==> src/rtl/mps_seq_pkg.sv <==
// mps_seq_pkg: shared state encodings and fail codes for the MPS
// operation sequencer (mps_seq_fsm and mps_hold_timer).
package mps_seq_pkg;

    // ON sequence states
    localparam logic [2:0] ST_IDLE      = 3'd0;
    localparam logic [2:0] ST_CLR       = 3'd1;
    localparam logic [2:0] ST_STEP_CHK  = 3'd2;
    localparam logic [2:0] ST_STEP_DONE = 3'd3;
    localparam logic [2:0] ST_SYSTEM_ON = 3'd4;
    localparam logic [2:0] ST_FAIL      = 3'd5;

    // OFF sequence states
    localparam logic [1:0] OFF_IDLE     = 2'd0;
    localparam logic [1:0] OFF_MAIN_OFF = 2'd1;
    localparam logic [1:0] OFF_DISCHA   = 2'd2;
    localparam logic [1:0] OFF_DONE     = 2'd3;

    // Fail codes reported on o_fail_code
    localparam logic [1:0] FC_NONE    = 2'd0;
    localparam logic [1:0] FC_INTL    = 2'd1;
    localparam logic [1:0] FC_TIMEOUT = 2'd2;
    localparam logic [1:0] FC_ABORT   = 2'd3;

endpackage

==> src/rtl/mps_hold_timer.sv <==
// mps_hold_timer: saturating hold counter followed by a saturating
// timeout counter. The hold counter runs while enabled until it reaches
// i_hold_lim (o_done). After that, and only when i_to_en is set, the
// timeout counter runs; o_timeout rises once it reaches i_to_lim.
// i_clr has priority over i_en and zeroes both counters.
module mps_hold_timer #(
    parameter int CNT_W = 29
) (
    input  logic             i_clk,
    input  logic             i_rst,
    input  logic             i_clr,
    input  logic             i_en,
    input  logic             i_to_en,
    input  logic [CNT_W-1:0] i_hold_lim,
    input  logic [CNT_W-1:0] i_to_lim,
    output logic             o_done,
    output logic             o_timeout
);

    logic [CNT_W-1:0] r_hold_cnt;
    logic [CNT_W-1:0] r_to_cnt;
    logic             w_done;

    // >= rather than == so that lowering the limit mid-count still ends the hold
    assign w_done    = (r_hold_cnt >= i_hold_lim);
    assign o_done    = w_done;
    assign o_timeout = i_to_en && w_done && (r_to_cnt >= i_to_lim);

    // Hold counter first, then timeout counter; both saturate, never wrap
    always_ff @(posedge i_clk or negedge i_rst) begin
        if (!i_rst) begin
            r_hold_cnt <= '0;
            r_to_cnt   <= '0;
        end else if (i_clr) begin
            r_hold_cnt <= '0;
            r_to_cnt   <= '0;
        end else if (i_en) begin
            if (!w_done) begin
                r_hold_cnt <= r_hold_cnt + 1'b1;
            end else if (i_to_en && (r_to_cnt != {CNT_W{1'b1}})) begin
                r_to_cnt <= r_to_cnt + 1'b1;
            end
        end
    end

endmodule

==> src/rtl/mps_seq_fsm.sv <==
// mps_seq_fsm: MPS ON/OFF operation sequencer.
// ON: CLR, then NUM_STEPS check steps (DI level or DC-link voltage), each
// with a hold time and a timeout, then SYSTEM_ON. OFF: main-off hold,
// discharge below threshold, OFF_DONE. Interlock and OFF-request abort
// are reported through o_fail_code / o_fail_step.
// Optional build macro MPS_SEQ_FAIL_LATCH_EN: FAIL is held until
// i_fail_clr instead of lasting a single cycle.
module mps_seq_fsm
    import mps_seq_pkg::*;
#(
    parameter int NUM_STEPS = 6,
    parameter int DI_W      = 16,
    parameter int DCV_W     = 24,
    parameter int CNT_W     = 29,
    parameter int SEL_W     = $clog2(DI_W)
) (
    input  logic                       i_clk,
    input  logic                       i_rst,
    input  logic                       i_on_req,
    input  logic                       i_off_req,
    input  logic                       i_intl,
    input  logic [DI_W-1:0]            i_ext_di,
    input  logic [DCV_W-1:0]           i_dc_v,
    input  logic [DCV_W-1:0]           i_dc_on_th,
    input  logic [DCV_W-1:0]           i_dc_off_th,
    input  logic [NUM_STEPS*SEL_W-1:0] i_step_sel,
    input  logic [NUM_STEPS-1:0]       i_step_pol,
    input  logic [NUM_STEPS-1:0]       i_step_is_dc,
    input  logic [CNT_W-1:0]           i_hold_cyc,
    input  logic [CNT_W-1:0]           i_timeout_cyc,
    input  logic [CNT_W-1:0]           i_off_hold_cyc,
    input  logic                       i_fail_clr,
    output logic [2:0]                 o_on_state,
    output logic [1:0]                 o_off_state,
    output logic [3:0]                 o_step_idx,
    output logic [3:0]                 o_fail_step,
    output logic [1:0]                 o_fail_code,
    output logic                       o_system_on,
    output logic                       o_busy
);

    localparam logic [3:0] LAST_IDX = 4'(NUM_STEPS - 1);

    logic [2:0]       r_on_state;
    logic [1:0]       r_off_state;
    logic [3:0]       r_step_idx;
    logic [3:0]       r_fail_step;
    logic [1:0]       r_fail_code;
    logic             r_cond;

    logic [2:0]       w_on_nxt;
    logic [1:0]       w_off_nxt;
    logic [1:0]       w_fail_code_nxt;
    logic             w_fail_set;
    logic             w_clr_entry;
    logic [3:0]       w_step_idx_nxt;
    logic [SEL_W-1:0] w_cond_sel;
    logic             w_cond_pol;
    logic             w_cond_dc;
    logic             w_cond_nxt;
    logic             w_st_clr;
    logic             w_st_en;
    logic             w_st_done;
    logic             w_st_to;
    logic             w_off_en;
    logic             w_off_done;
    logic             w_unused_off_to;

`ifndef MPS_SEQ_FAIL_LATCH_EN
    logic w_unused_fail_clr;
    assign w_unused_fail_clr = i_fail_clr;
`endif

    mps_hold_timer #(.CNT_W(CNT_W)) u_step_timer (
        .i_clk      (i_clk),
        .i_rst      (i_rst),
        .i_clr      (w_st_clr),
        .i_en       (w_st_en),
        .i_to_en    (1'b1),
        .i_hold_lim (i_hold_cyc),
        .i_to_lim   (i_timeout_cyc),
        .o_done     (w_st_done),
        .o_timeout  (w_st_to)
    );

    mps_hold_timer #(.CNT_W(CNT_W)) u_off_timer (
        .i_clk      (i_clk),
        .i_rst      (i_rst),
        .i_clr      (~w_off_en),
        .i_en       (w_off_en),
        .i_to_en    (1'b0),
        .i_hold_lim (i_off_hold_cyc),
        .i_to_lim   ({CNT_W{1'b0}}),
        .o_done     (w_off_done),
        .o_timeout  (w_unused_off_to)
    );

    // State registers for both sequences
    always_ff @(posedge i_clk or negedge i_rst) begin
        if (!i_rst) begin
            r_on_state  <= ST_IDLE;
            r_off_state <= OFF_IDLE;
        end else begin
            r_on_state  <= w_on_nxt;
            r_off_state <= w_off_nxt;
        end
    end

    // Next-state logic: interlock beats abort beats normal progress
    always_comb begin
        w_on_nxt        = r_on_state;
        w_fail_code_nxt = FC_NONE;
        case (r_on_state)
            ST_IDLE: begin
                // Simultaneous ON and OFF requests: OFF wins
                if (i_on_req && !i_off_req) w_on_nxt = ST_CLR;
            end
            ST_CLR, ST_STEP_CHK, ST_STEP_DONE, ST_SYSTEM_ON: begin
                if (i_intl) begin
                    w_on_nxt        = ST_FAIL;
                    w_fail_code_nxt = FC_INTL;
                end else if (i_off_req && (r_on_state != ST_SYSTEM_ON)) begin
                    w_on_nxt        = ST_FAIL;
                    w_fail_code_nxt = FC_ABORT;
                end else begin
                    case (r_on_state)
                        ST_CLR: w_on_nxt = ST_STEP_CHK;
                        ST_STEP_CHK: begin
                            // A passing condition wins over a same-cycle timeout
                            if (w_st_done && r_cond) begin
                                w_on_nxt = ST_STEP_DONE;
                            end else if (w_st_to) begin
                                w_on_nxt        = ST_FAIL;
                                w_fail_code_nxt = FC_TIMEOUT;
                            end
                        end
                        ST_STEP_DONE: begin
                            if (r_step_idx == LAST_IDX) w_on_nxt = ST_SYSTEM_ON;
                            else                        w_on_nxt = ST_STEP_CHK;
                        end
                        default: begin
                            if (r_off_state == OFF_DONE) w_on_nxt = ST_IDLE;
                        end
                    endcase
                end
            end
            ST_FAIL: begin
`ifdef MPS_SEQ_FAIL_LATCH_EN
                if (i_fail_clr) w_on_nxt = ST_IDLE;
`else
                w_on_nxt = ST_IDLE;
`endif
            end
            default: w_on_nxt = ST_IDLE;
        endcase

        w_off_nxt = r_off_state;
        case (r_off_state)
            OFF_IDLE:     if (i_off_req) w_off_nxt = OFF_MAIN_OFF;
            OFF_MAIN_OFF: if (w_off_done) w_off_nxt = OFF_DISCHA;
            OFF_DISCHA:   if (i_dc_v < i_dc_off_th) w_off_nxt = OFF_DONE;
            default:      w_off_nxt = OFF_IDLE;
        endcase
    end

    // Output and control decode from the current states
    always_comb begin
        o_on_state  = r_on_state;
        o_off_state = r_off_state;
        o_step_idx  = r_step_idx;
        o_fail_step = r_fail_step;
        o_fail_code = r_fail_code;
        o_system_on = (r_on_state == ST_SYSTEM_ON);
        o_busy      = ((r_on_state != ST_IDLE) && (r_on_state != ST_SYSTEM_ON))
                      || (r_off_state != OFF_IDLE);
        w_st_en     = (r_on_state == ST_STEP_CHK);
        w_st_clr    = (r_on_state != ST_STEP_CHK);
        w_off_en    = (r_off_state == OFF_MAIN_OFF);
        w_clr_entry = (r_on_state == ST_IDLE) && (w_on_nxt == ST_CLR);
        w_fail_set  = (r_on_state != ST_FAIL) && (w_on_nxt == ST_FAIL);
    end

    // Step index for the next cycle; the condition register tracks this
    // index so the first STEP_CHK cycle already sees its own step's result
    always_comb begin
        w_step_idx_nxt = r_step_idx;
        if (w_clr_entry) begin
            w_step_idx_nxt = 4'd0;
        end else if ((r_on_state == ST_STEP_DONE) && (w_on_nxt == ST_STEP_CHK)) begin
            w_step_idx_nxt = r_step_idx + 4'd1;
        end
        w_cond_sel = '0;
        w_cond_pol = 1'b0;
        w_cond_dc  = 1'b0;
        for (int k = 0; k < NUM_STEPS; k++) begin
            if (w_step_idx_nxt == 4'(k)) begin
                w_cond_sel = i_step_sel[k*SEL_W +: SEL_W];
                w_cond_pol = i_step_pol[k];
                w_cond_dc  = i_step_is_dc[k];
            end
        end
        w_cond_nxt = w_cond_dc ? (i_dc_v > i_dc_on_th)
                               : (i_ext_di[w_cond_sel] == w_cond_pol);
    end

    // Step index, registered step condition and fail record
    always_ff @(posedge i_clk or negedge i_rst) begin
        if (!i_rst) begin
            r_step_idx  <= 4'd0;
            r_cond      <= 1'b0;
            r_fail_step <= 4'd0;
            r_fail_code <= FC_NONE;
        end else begin
            r_step_idx <= w_step_idx_nxt;
            r_cond     <= w_cond_nxt;
            if (w_clr_entry) begin
                r_fail_step <= 4'd0;
                r_fail_code <= FC_NONE;
            end else if (w_fail_set) begin
                r_fail_step <= r_step_idx;
                r_fail_code <= w_fail_code_nxt;
            end
        end
    end

endmodule

==> config.mk <==
export PLATFORM = sky130hd
export DESIGN_NAME = mps_seq_fsm
export DESIGN_NICKNAME = d
export VERILOG_FILES = /design/src/rtl/mps_seq_pkg.sv /design/src/rtl/mps_hold_timer.sv /design/src/rtl/mps_seq_fsm.sv
export SDC_FILE = /design/constraint.sdc
export NUM_CORES = 1
export LEC_CHECK = 0
export ABC_AREA = 1
export ABC_CLOCK_PERIOD_IN_PS = 3000
export BUFFER_PORTS_ARGS = -buffer_cell sky130_fd_sc_hd__clkbuf_2
export CAP_MARGIN = 10
export CORE_MARGIN = 1.5
export CORE_UTILIZATION = 50
export DETAILED_ROUTE_END_ITERATION = 16
export GPL_TIMING_DRIVEN = 0
export HOLD_SLACK_MARGIN = 0.12
export PLACE_DENSITY_LB_ADDON = 0.2
export SLEW_MARGIN = 20
export SYNTH_ARGS = -nofsm -noshare
export SYNTH_HDL_FRONTEND = slang
export SYNTH_SLANG_ARGS = --single-unit
==> constraint.sdc <==
create_clock -name i_clk -period 3 [get_ports i_clk]
set_input_delay 0.45 -clock i_clk [delete_from_list [all_inputs] [get_ports i_clk]]
set_output_delay 0.45 -clock i_clk [all_outputs]
set_load 0.02 [all_outputs]
==> results of run 1 <==
-- stage by stage --
stage                     setup WS (ns)  hold WS (ns)  cell area, µm²  instances  power (W)
after floorplan                -0.00378         0.154            9810       1385    0.00250
after global placement           -0.621         0.489           11300       1877    0.00298
after detailed placement         -0.689         0.416           11300       1878    0.00302
after CTS                        -0.318         0.351           12600       1969    0.00438
after global routing             -0.859         0.367           13700       2020    0.00487
final                            -0.614         0.362           13700       2020    0.00458
-- worst reg2reg max path, delay by kind of cell, from the launching register on --
| kind | cells | cell delay (ns) |
|---|---|---|
| AND/OR/NAND/NOR | 19 | 1.96 |
| buffers and inverters | 7 | 0.61 |
| flip-flops | 1 | 0.44 |
| adder cells (fa/ha/maj) | 1 | 0.30 |
| AO/OA/AOI/OAI | 1 | 0.14 |
-- final cells by class --
class | count | area (µm²)
well taps | 260 | 325
clock buffers | 10 | 239
inverters | 305 | 1150
clock inverters | 6 | 91.3
fillers | 1422 | 5230
plain buffers | 9 | 48.8
multi-input cells | 969 | 7070
flip-flops and latches | 103 | 2590
repair buffers | 358 | 2210
-- path summary, 6_finish.rpt --
check                                                 start  slack, ns                          end
worst max-delay path            u_step_timer.r_hold_cnt[21]      -0.61    u_step_timer.r_to_cnt[26]
worst min-delay path                                 i_intl       0.36               o_fail_code[1]
worst max register to register  u_step_timer.r_hold_cnt[21]      -0.61    u_step_timer.r_to_cnt[26]
worst min register to register  u_step_timer.r_hold_cnt[16]       0.47  u_step_timer.r_hold_cnt[16]
max in group asynchronous                             i_rst       1.76     u_step_timer.r_to_cnt[4]
min in group asynchronous                             i_rst       0.57    u_off_timer.r_hold_cnt[8]
-- synth_stat cells, types with 2 or more instances --
| cell type | count | area, µm² |
|---|---|---|
| inv_1 | 296 | 1110 |
| nand2_1 | 264 | 991 |
| ha_1 | 143 | 1790 |
| dfrtp_1 | 103 | 2580 |
| a21oi_1 | 102 | 510 |
| nor2_1 | 92 | 345 |
| nand3_1 | 77 | 385 |
| o21ai_0 | 60 | 300 |
| nor3_1 | 42 | 210 |
| nand4_1 | 27 | 169 |
| nor2_2 | 15 | 93.8 |
| nor4_1 | 12 | 75.1 |
| nor2_4 | 10 | 113 |
| nand2_2 | 9 | 56.3 |
| nor3_2 | 9 | 90.1 |
| a211oi_1 | 8 | 60.1 |
| inv_2 | 8 | 30.0 |
| o31ai_1 | 8 | 60.1 |
| xor2_1 | 8 | 70.1 |
| a31oi_1 | 6 | 37.5 |
| clkbuf_1 | 6 | 22.5 |
| nand2_4 | 6 | 67.6 |
| nand3b_1 | 6 | 45.0 |
| o211ai_1 | 6 | 45.0 |
| a221oi_1 | 5 | 43.8 |
| nand3_2 | 5 | 50.1 |
| o21ai_1 | 5 | 25.0 |
| o22ai_1 | 5 | 31.3 |
| nor3b_1 | 4 | 30.0 |
| o221a_2 | 4 | 45.0 |
| or2_2 | 4 | 25.0 |
| a21o_1 | 2 | 15.0 |
| a22oi_1 | 2 | 15.0 |
| and3_1 | 2 | 12.5 |
| o21a_1 | 2 | 15.0 |
| o41ai_1 | 2 | 17.5 |
-- timing repair --
action / CTS / global route
setup endpoints to repair: 50 / 59
endpoints found under the hold margin: 45 / 0
pin swaps: 34 / 88
setup buffers: 75 / 61
hold buffers: 1 / 0
cloned: 0 / 1
gates resized for setup: 94 / 168
-- cells by family after synthesis --
kind of cell / count (synthesis) / share of synthesized area
simple gates: 592 / 0.292
compound gates: 224 / 0.131
flops: 103 / 0.264
buf+inv: 314 / 0.122
fa+ha+maj: 143 / 0.183
xor+xnor: 9 / 0.00807
-- metal layers --
metal | track usage | vias to the layer above
met5 | 0 | -
met4 | 0.100 | 0
met3 | 0.0456 | 83
met2 | 0.470 | 374
met1 | 0.320 | 4924
li1 | - | 5288
-- sequential cells by signal, summed over array words and instances (netlist names) --
register                 cells
o_fail_code                  2
o_fail_step                  4
o_off_state                  2
o_on_state                   3
o_step_idx                   4
r_cond                       1
u_off_timer.r_hold_cnt      29
u_step_timer.r_hold_cnt     29
u_step_timer.r_to_cnt       29
-- power groups by stage --
stage                     clock network (W)  logic, W  registers [W]
after floorplan                           0  0.000887        0.00161
final                               0.00134   0.00170        0.00154
after detailed placement                  0   0.00145        0.00157
after global placement                    0   0.00142        0.00156
after CTS                           0.00133   0.00151        0.00154
after global routing                0.00140   0.00191        0.00155
==> impl_metrics.json, run 1 <==
{
  "status": "finished with violations",
  "failed_checks": "negative setup slack",
  "place.gp.congestion": 0.883,
  "clock_path_buffers": 2,
  "setup_viol": 41,
  "critical_path_buf_inv_count": 7,
  "numCtsBuffers": 9,
  "maxSlewHeadroom": 0.394,
  "leakage_nw": 7.23,
  "port_buffers": 232,
  "final_common_cell": "inv_1",
  "final_util": 0.724,
  "crit_type": "reg -> reg",
  "pin_count": 234,
  "die-area_mm2": 0.0204,
  "setup-tns-final_ns": -10.60,
  "tightestPinTransition_ns": 0.909,
  "grt_pass1_vias": 9863,
  "htreeDepth": 3,
  "cts-root-buf": "clkbuf_16",
  "required_ns": 3.20,
  "vias": 10700,
  "most-common-layout-cells": "inv_1 (286), nand2_1 (231), clkbuf_2 (231)",
  "syn_inst": 1385,
  "totalWireLength_um": 29400,
  "slew_viol_final": 0,
  "fin_skew_ns": 0.0194,
  "synth-async-reset-ratio": 1.00,
  "peakVddDrop_uv": 333,
  "nets": 2115,
  "wl_met2_um": 14900,
  "synth.distinct_cells": 56,
  "synth-seq-cells": 103,
  "firstDrtPassIters": 5,
  "crit_arrival_ns": 3.81,
  "slowest_stage": "dfrtp_1",
  "path_delay_family": "simple AND/OR/NAND/NOR gates",
  "grt-ovfl-total": 0,
  "worst_slack_ns": -0.614,
  "synth_edf_count": 0,
  "start_util": 0.515,
  "clkLatencyLatePin_ns": 0.37,
  "n_antenna_cell": 0,
  "wl_met1_um": 11900,
  "maxCapViolCount": 0,
  "grt_antenna_before_repair": 0,
  "clock.fmax_mhz": 277,
  "p_per_area_mw_per_mm2": 334,
  "hold_path_class": "in -> reg",
  "synth.avg_cell_area_um2": 7.05,
  "grt_usage": 0.265,
  "synth_warnings": 0,
  "viasPerCell": 5.28,
  "top_layer_used": "met4",
  "p_int_w": 0.00286,
  "cts.clk_slew.worst_paths_ns": 0.09,
  "endpoint_kind": "register",
  "r2r_cells": 28,
  "hpwlAfterDp_um": 20300,
  "area_growth_syn_to_layout_pct": 40.6,
  "finalHoldViolations": 0,
  "grt_max_degree": 59,
  "drt_iter0_drc": 676,
  "synth_nets": 1745,
  "grt_pass1_wl_um": 43800,
  "switching_share": 0.376,
  "std_cell_rows": 50,
  "hold_depth": 2,
  "post_drt_wl_per_cell_um": 14.6,
  "fin_crit_sh": 1.20,
  "slowest_delay_ns": 0.44,
  "die_x_um": 143,
  "clkPwrFrac": 0.292,
  "ant_nets": 0,
  "combPwrFrac": 0.371,
  "crit_top_cell": "nor2_4",
  "synth_ff_type": "dfrtp_1",
  "cp.depth": 28,
  "die_h_um": 143,
  "core_mm2": 0.0190,
  "pwr-share-seq": 0.337,
  "drive_gt1_frac": 0.355,
  "yosysSeqAreaShare": 0.264,
  "post-route-min-period_ns": 3.61,
  "cts_tree": "yes",
  "numClockSinks": 103,
  "netlist_area_mm2": 0.00976,
  "rsz0062_at_grt": "yes",
  "drc_errors": 0,
  "p_sw_w": 0.00172,
  "worstPathMaxFanout": 4,
  "route.met3.wl_um": 1690,
  "start_kind": "register"
}
(Power assumes the default switching activity.)
==> inputs of run 2 (changes only) <==
--- a/config.mk
+++ b/config.mk
@@ -6,9 +6,9 @@
 export NUM_CORES = 1
 export LEC_CHECK = 0
 export ABC_AREA = 1
-export ABC_CLOCK_PERIOD_IN_PS = 3000
 export BUFFER_PORTS_ARGS = -buffer_cell sky130_fd_sc_hd__clkbuf_2
 export CAP_MARGIN = 10
+export CORE_ASPECT_RATIO = 0.5
 export CORE_MARGIN = 1.5
 export CORE_UTILIZATION = 50
 export DETAILED_ROUTE_END_ITERATION = 16
==> run 2 against run 1 <==
The flow still finishes with violations (negative setup slack). Setup slack better by 0.13 ns. Sequential power about the same. Routed wire length rose by 5.9%. Clock power decreased by 9.7%. Cell area up 0.89%. First-iteration DRC count increased by 4.1%. Cell count shrank 0.25%. Via count is 1.7% higher.
==> impl_metrics.json, run 2 (same netlist as run 1, synthesis figures left out) <==
{
  "status": "finished with violations",
  "failed_checks": "negative setup slack",
  "critical_path_buf_inv_count": 2,
  "grt_max_degree": 65,
  "timing.hold.ws_ns": 0.360,
  "tightestPinTransition_ns": 0.973,
  "firstDrtPassIters": 5,
  "cp.depth": 28,
  "post_drt_wl_per_cell_um": 15.5,
  "area_growth_syn_to_layout_pct": 41.8,
  "hp-start": "i_intl",
  "slowest_stage": "dfrtp_1",
  "vias": 10900,
  "nets": 2113,
  "cts.clk_slew.worst_paths_ns": 0.08,
  "grt_usage": 0.277,
  "grt_pass1_wl_um": 46500,
  "setup_viol": 39,
  "path_delay_family": "simple AND/OR/NAND/NOR gates",
  "drc_errors": 0,
  "final_common_cell": "inv_1",
  "die-area_mm2": 0.0204,
  "hpwlAfterDp_um": 21000,
  "setup.worst_path.end": "u_step_timer.r_hold_cnt[26]",
  "finalPower_w": 0.00451,
  "port_buffers": 232,
  "drt_iter0_drc": 704,
  "reg_top3": "u_off_timer.r_hold_cnt x29, u_step_timer.r_hold_cnt x29, u_step_timer.r_to_cnt x29",
  "start_util": 0.521,
  "r2r-start": "u_step_timer.r_hold_cnt[3]",
  "most-common-layout-cells": "inv_1 (286), clkbuf_2 (232), nand2_1 (228)",
  "clkLatencyLatePin_ns": 0.36,
  "crit_top_cell": "nand2_1",
  "r2r_cells": 28,
  "numCtsBuffers": 9,
  "hold_path_class": "in -> reg",
  "maxCapViolCount": 0,
  "post-route-min-period_ns": 3.48,
  "ant_nets": 0,
  "clock.fmax_mhz": 287,
  "clock_path_buffers": 2,
  "rsz0062_at_grt": "yes",
  "place.gp.congestion": 0.922,
  "slew_viol_final": 0,
  "start_kind": "register",
  "endpoint_kind": "register",
  "reg2reg_slack_ns": -0.48,
  "core_mm2": 0.0187,
  "leakage_nw": 7.22,
  "grt-ovfl-total": 0,
  "grt_pass1_vias": 10400,
  "startpoint": "u_step_timer.r_hold_cnt[3]",
  "rr_endpoint": "u_step_timer.r_hold_cnt[26]",
  "viasPerCell": 5.39,
  "numClockSinks": 103,
  "crit_arrival_ns": 3.73,
  "cts_tree": "yes",
  "worst_slack_ns": -0.484,
  "totalWireLength_um": 31200,
  "grt_antenna_before_repair": 0,
  "htreeDepth": 3,
  "die_x_um": 201,
  "worstPathMaxFanout": 4,
  "fin_skew_ns": 0.0138,
  "std_cell_rows": 35,
  "crit_type": "reg -> reg",
  "slowest_delay_ns": 0.40,
  "peakVddDrop_uv": 253,
  "drive_gt1_frac": 0.356,
  "p_per_area_mw_per_mm2": 325,
  "n_antenna_cell": 0,
  "fin_crit_sh": 1.16,
  "finalHoldViolations": 0,
  "cts-root-buf": "clkbuf_16",
  "required_ns": 3.25,
  "die_h_um": 102,
  "pin_count": 234,
  "maxSlewHeadroom": 0.351,
  "fillers": 1392
}
[run 2: changes by cell type in the layout (fill, tap and decap cells not counted), moves of 5 or more]
| cell | before | now |
|---|---|---|
| a21oi_2 | 21 | 15 |
| a21oi_1 | 79 | 85 |
| ha_1 | 125 | 113 |
| buf_4 | 107 | 91 |
| buf_6 | 16 | 31 |
| ha_4 | 18 | 30 |
| nor2_2 | 24 | 19 |
[run 2: worst reg2reg max path: cells and delay by family, from the launching register on]
family	cells	cell delay, ns
simple gates	25	2.48
flops	1	0.40
fa+ha+maj	1	0.29
buf+inv	2	0.21
[run 2: repair_timing]
action	CTS	global route
hold endpoints to repair	39	0
hold buffers	1	0
setup endpoints to repair	48	60
pin swaps	46	106
buffers inserted	75	51
gates cloned	1	0
gates resized for setup	119	162
[run 2: routing by layer]
metal  GRT usage  up-vias  share of wire
li1            -     5296              -
met1       0.320     5052           0.40
met2       0.531      410           0.51
met3      0.0539       95          0.062
met4      0.0781        0          0.029
met5           0        -              0
[run 2: through the flow]
stage	setup WS [ns]	instance area (µm²)	cells	setup TNS (ns)	util
global placement	-0.682	11300	1876	-17.50	0.602
finish	-0.484	13800	2015	-7.37	0.739
detailed placement	-0.785	11300	1877	-22.02	0.604
global route	-0.690	13800	2015	-16.04	0.739
floorplan	-0.00378	9810	1385	-0.00709	-
CTS	-0.367	12700	1967	-5.45	0.677
[run 2: worst min-delay path by stage]
stage | slack, ns | cells after the start | end
after floorplan | 0.15 | 0 | o_fail_code[0]
after global placement | 0.50 | 1 | u_off_timer.r_hold_cnt[27]
after detailed placement | 0.40 | 1 | u_off_timer.r_hold_cnt[9]
after CTS | 0.35 | 2 | o_fail_code[1]
after global routing | 0.36 | 2 | o_fail_code[1]
final | 0.36 | 2 | o_fail_code[1]
[run 2: layout make-up]
cell class / instances / area [µm²] / share of cell area
plain buffers: 9 / 46.3 / 0.00334
clock buffers: 9 / 225 / 0.0163
clock inverters: 5 / 60.1 / 0.00434
inverters: 305 / 1150 / 0.0832
multi-input cells: 969 / 7210 / 0.520
flip-flops and latches: 103 / 2590 / 0.187
well taps: 259 / 324 / 0.0234
repair buffers: 356 / 2250 / 0.162
[run 2: power breakdown]
part	switching [W]	leakage (nW)	internal, W
sequential	0.0000816	1.41	0.00146
combinational	0.00108	5.67	0.000669
clock	0.000571	0.138	0.000643
==> inputs of run 3 (changes only) <==
--- a/config.mk
+++ b/config.mk
@@ -5,7 +5,6 @@
 export SDC_FILE = /design/constraint.sdc
 export NUM_CORES = 1
 export LEC_CHECK = 0
-export ABC_AREA = 1
 export BUFFER_PORTS_ARGS = -buffer_cell sky130_fd_sc_hd__clkbuf_2
 export CAP_MARGIN = 10
 export CORE_ASPECT_RATIO = 0.5
==> run 3 against run 2 <==
The run still ends with negative setup slack left. Maximum frequency grew 9.9%. Via count is 13% lower. Critical path depth is 15 lower. Largest cell class unchanged. Critical endpoint is now u_step_timer.r_to_cnt[25]. Count of clock-buffer cells in the layout did not move. Sequential power is essentially flat.
==> impl_metrics.json, run 3 <==
{
  "post_drt_wl_per_cell_um": 16.5,
  "rr_endpoint": "u_step_timer.r_to_cnt[25]",
  "synth.distinct_cells": 79,
  "die_h_um": 99.8,
  "final_area_mm2": 0.0129,
  "numCtsBuffers": 9,
  "p_per_area_mw_per_mm2": 368,
  "htreeDepth": 3,
  "vias": 9447,
  "pre_cts_slack_ns": -0.715,
  "dpl_cell_area_mm2": 0.0109,
  "min_to": "o_fail_code[1]",
  "leakage_nw": 6.69,
  "synth_warnings": 0,
  "grt_max_degree": 80,
  "totalWireLength_um": 27800,
  "firstDrtPassIters": 5,
  "synth_nets": 1485,
  "synth-seq-cells": 103,
  "setup-tns-final_ns": -2.97,
  "cts-root-buf": "clkbuf_16",
  "grt_usage": 0.260,
  "drc_errors": 0,
  "area_growth_syn_to_layout_pct": 37.1,
  "setup_viol": 54,
  "port_buffers": 232,
  "n_antenna_cell": 0,
  "numClockSinks": 103,
  "syn_inst": 1125,
  "crit_arrival_ns": 3.38,
  "post-route-min-period_ns": 3.17,
  "grt_antenna_before_repair": 0,
  "route.met3.wl_um": 1150,
  "synthTopCellsByCount": "inv_1 (169), ha_1 (143), dfrtp_1 (103), nor2_1 (83), nand2_1 (76)",
  "die_x_um": 197,
  "path_delay_family": "simple AND/OR/NAND/NOR gates",
  "drt_iter0_drc": 442,
  "tightestPinTransition_ns": 1.03,
  "peakVddDrop_uv": 299,
  "most-common-layout-cells": "clkbuf_2 (231), inv_1 (165), ha_1 (139)",
  "crit_chain": "and4_2, and4_2, nand4_1, nor4_4, nand4_1, nor4_2, and2_4, nor4_4, buf_4, buf_8, nand2_2, xor2_1, nor2_1",
  "hp-start": "i_intl",
  "synth_edf_count": 0,
  "slowest_delay_ns": 0.44,
  "clock.fmax_mhz": 316,
  "viasPerCell": 5.63,
  "clkLatencyLatePin_ns": 0.36,
  "worst_slack_ns": -0.169,
  "required_ns": 3.22,
  "start_util": 0.509,
  "wl_met2_um": 14000,
  "synth.avg_cell_area_um2": 8.33,
  "place.gp.congestion": 0.893,
  "status": "finished with violations",
  "fin_crit_sh": 1.06,
  "critical_path_buf_inv_count": 2,
  "yosysSeqAreaShare": 0.275,
  "r2r-start": "u_step_timer.r_to_cnt[8]",
  "top_layer_used": "met4",
  "core_mm2": 0.0184,
  "hold_depth": 2,
  "clock_path_buffers": 2,
  "grt_pass1_wl_um": 41700,
  "worstPathMaxFanout": 5,
  "synth_top_area_share": 0.275,
  "synth_ff_type": "dfrtp_1",
  "r2r_cells": 13,
  "std_cell_rows": 35,
  "endpoint_kind": "register",
  "cts_tree": "yes",
  "finalHoldViolations": 0,
  "synth-async-reset-ratio": 1.00,
  "slew_viol_final": 0,
  "grt_pass1_vias": 8948,
  "drive_gt1_frac": 0.352,
  "nets": 1795,
  "slowest_stage": "dfrtp_1",
  "wl_met1_um": 12100,
  "die-area_mm2": 0.0196,
  "hpwlAfterDp_um": 19800,
  "final_common_cell": "clkbuf_2",
  "cts.clk_slew.worst_paths_ns": 0.09,
  "reg_top3": "u_off_timer.r_hold_cnt x29, u_step_timer.r_hold_cnt x29, u_step_timer.r_to_cnt x29",
  "reg2reg_slack_ns": -0.17,
  "start_kind": "register",
  "crit_type": "reg -> reg",
  "synth_area_leaders": "dfrtp_1 (28%), ha_1 (19%), inv_1 (6.8%)",
  "yosys.area.top_type": "dfrtp_1",
  "maxCapViolCount": 0,
  "yosysMostFrequentCell": "inv_1",
  "fin_skew_ns": 0.0155,
  "maxSlewHeadroom": 0.315,
  "ant_nets": 0,
  "pin_count": 234,
  "failed_checks": "negative setup slack",
  "netlist_area_mm2": 0.00937,
  "rsz0062_at_grt": "yes",
  "hold_path_class": "in -> reg",
  "grt-ovfl-total": 0
}
## run 3: cell families (layout without fill, tap and decap cells)
kind of cell | count (synthesis) | count (layout) | share of synthesized area
adder cells (fa/ha/maj) | 143 | 143 | 0.191
flip-flops | 103 | 103 | 0.275
AO/OA/AOI/OAI | 234 | 234 | 0.169
XOR/XNOR | 51 | 51 | 0.0477
AND/OR/NAND/NOR | 371 | 372 | 0.210
buffers and inverters | 200 | 513 | 0.0821
multiplexers | 23 | 23 | 0.0250
## run 3: where the power goes
group	switching, W	internal [W]	leakage (nW)
Sequential	0.000102	0.00147	1.40
Combinational	0.00115	0.000854	5.16
Clock	0.000581	0.000573	0.131
Total	0.00183	0.00290	6.69
## run 3: per-layer routing
layer  up-vias  GRT usage
met3        47     0.0393
met4         0     0.0652
met5         -          0
met1      4553      0.341
met2       240      0.454
li1       4607          -
## run 3: how the worst max path moves through the flow
| stage | start | to | slack, ns | cells past startpoint |
|---|---|---|---|---|
| floorplan | o_step_idx[1] | r_cond | -0.02 | 14 |
| global placement | i_hold_cyc[0] | u_step_timer.r_hold_cnt[23] | -0.61 | 14 |
| detailed placement | i_hold_cyc[0] | u_step_timer.r_hold_cnt[23] | -0.72 | 14 |
| CTS | u_step_timer.r_hold_cnt[0] | u_step_timer.r_hold_cnt[23] | -0.01 | 14 |
| global route | u_step_timer.r_to_cnt[8] | u_step_timer.r_to_cnt[27] | -0.29 | 13 |
| finish | u_step_timer.r_to_cnt[8] | u_step_timer.r_to_cnt[25] | -0.17 | 13 |
## run 3: through the flow
| step | power [W] | util | std cells | hold slack (ns) |
|---|---|---|---|---|
| floorplan | 0.00272 | - | 1125 | 0.154 |
| global placement | 0.00325 | 0.589 | 1597 | 0.511 |
| detailed placement | 0.00330 | 0.591 | 1598 | 0.348 |
| CTS | 0.00462 | 0.631 | 1636 | 0.411 |
| global route | 0.00498 | 0.699 | 1679 | 0.420 |
| finish | 0.00473 | 0.699 | 1679 | 0.420 |
## run 3: cell type report
type / count / area (µm²)
Clock inverter: 6 / 57.6
Buffer: 28 / 210
Timing Repair Buffer: 299 / 1800
Clock buffer: 9 / 225
Tap cell: 240 / 300
Sequential cell: 103 / 2590
Multi-Input combinational cell: 823 / 7020
Fill cell: 1407 / 5540
Inverter: 171 / 642
## run 3: timing repair
item / CTS / global route
pin swaps: 27 / 97
gates resized for setup: 73 / 207
buffers inserted: 20 / 37
endpoints found under the setup margin: 95 / 91
hold endpoints to repair: 24 / 0
hold buffers: 1 / 0
cloned: 2 / 7
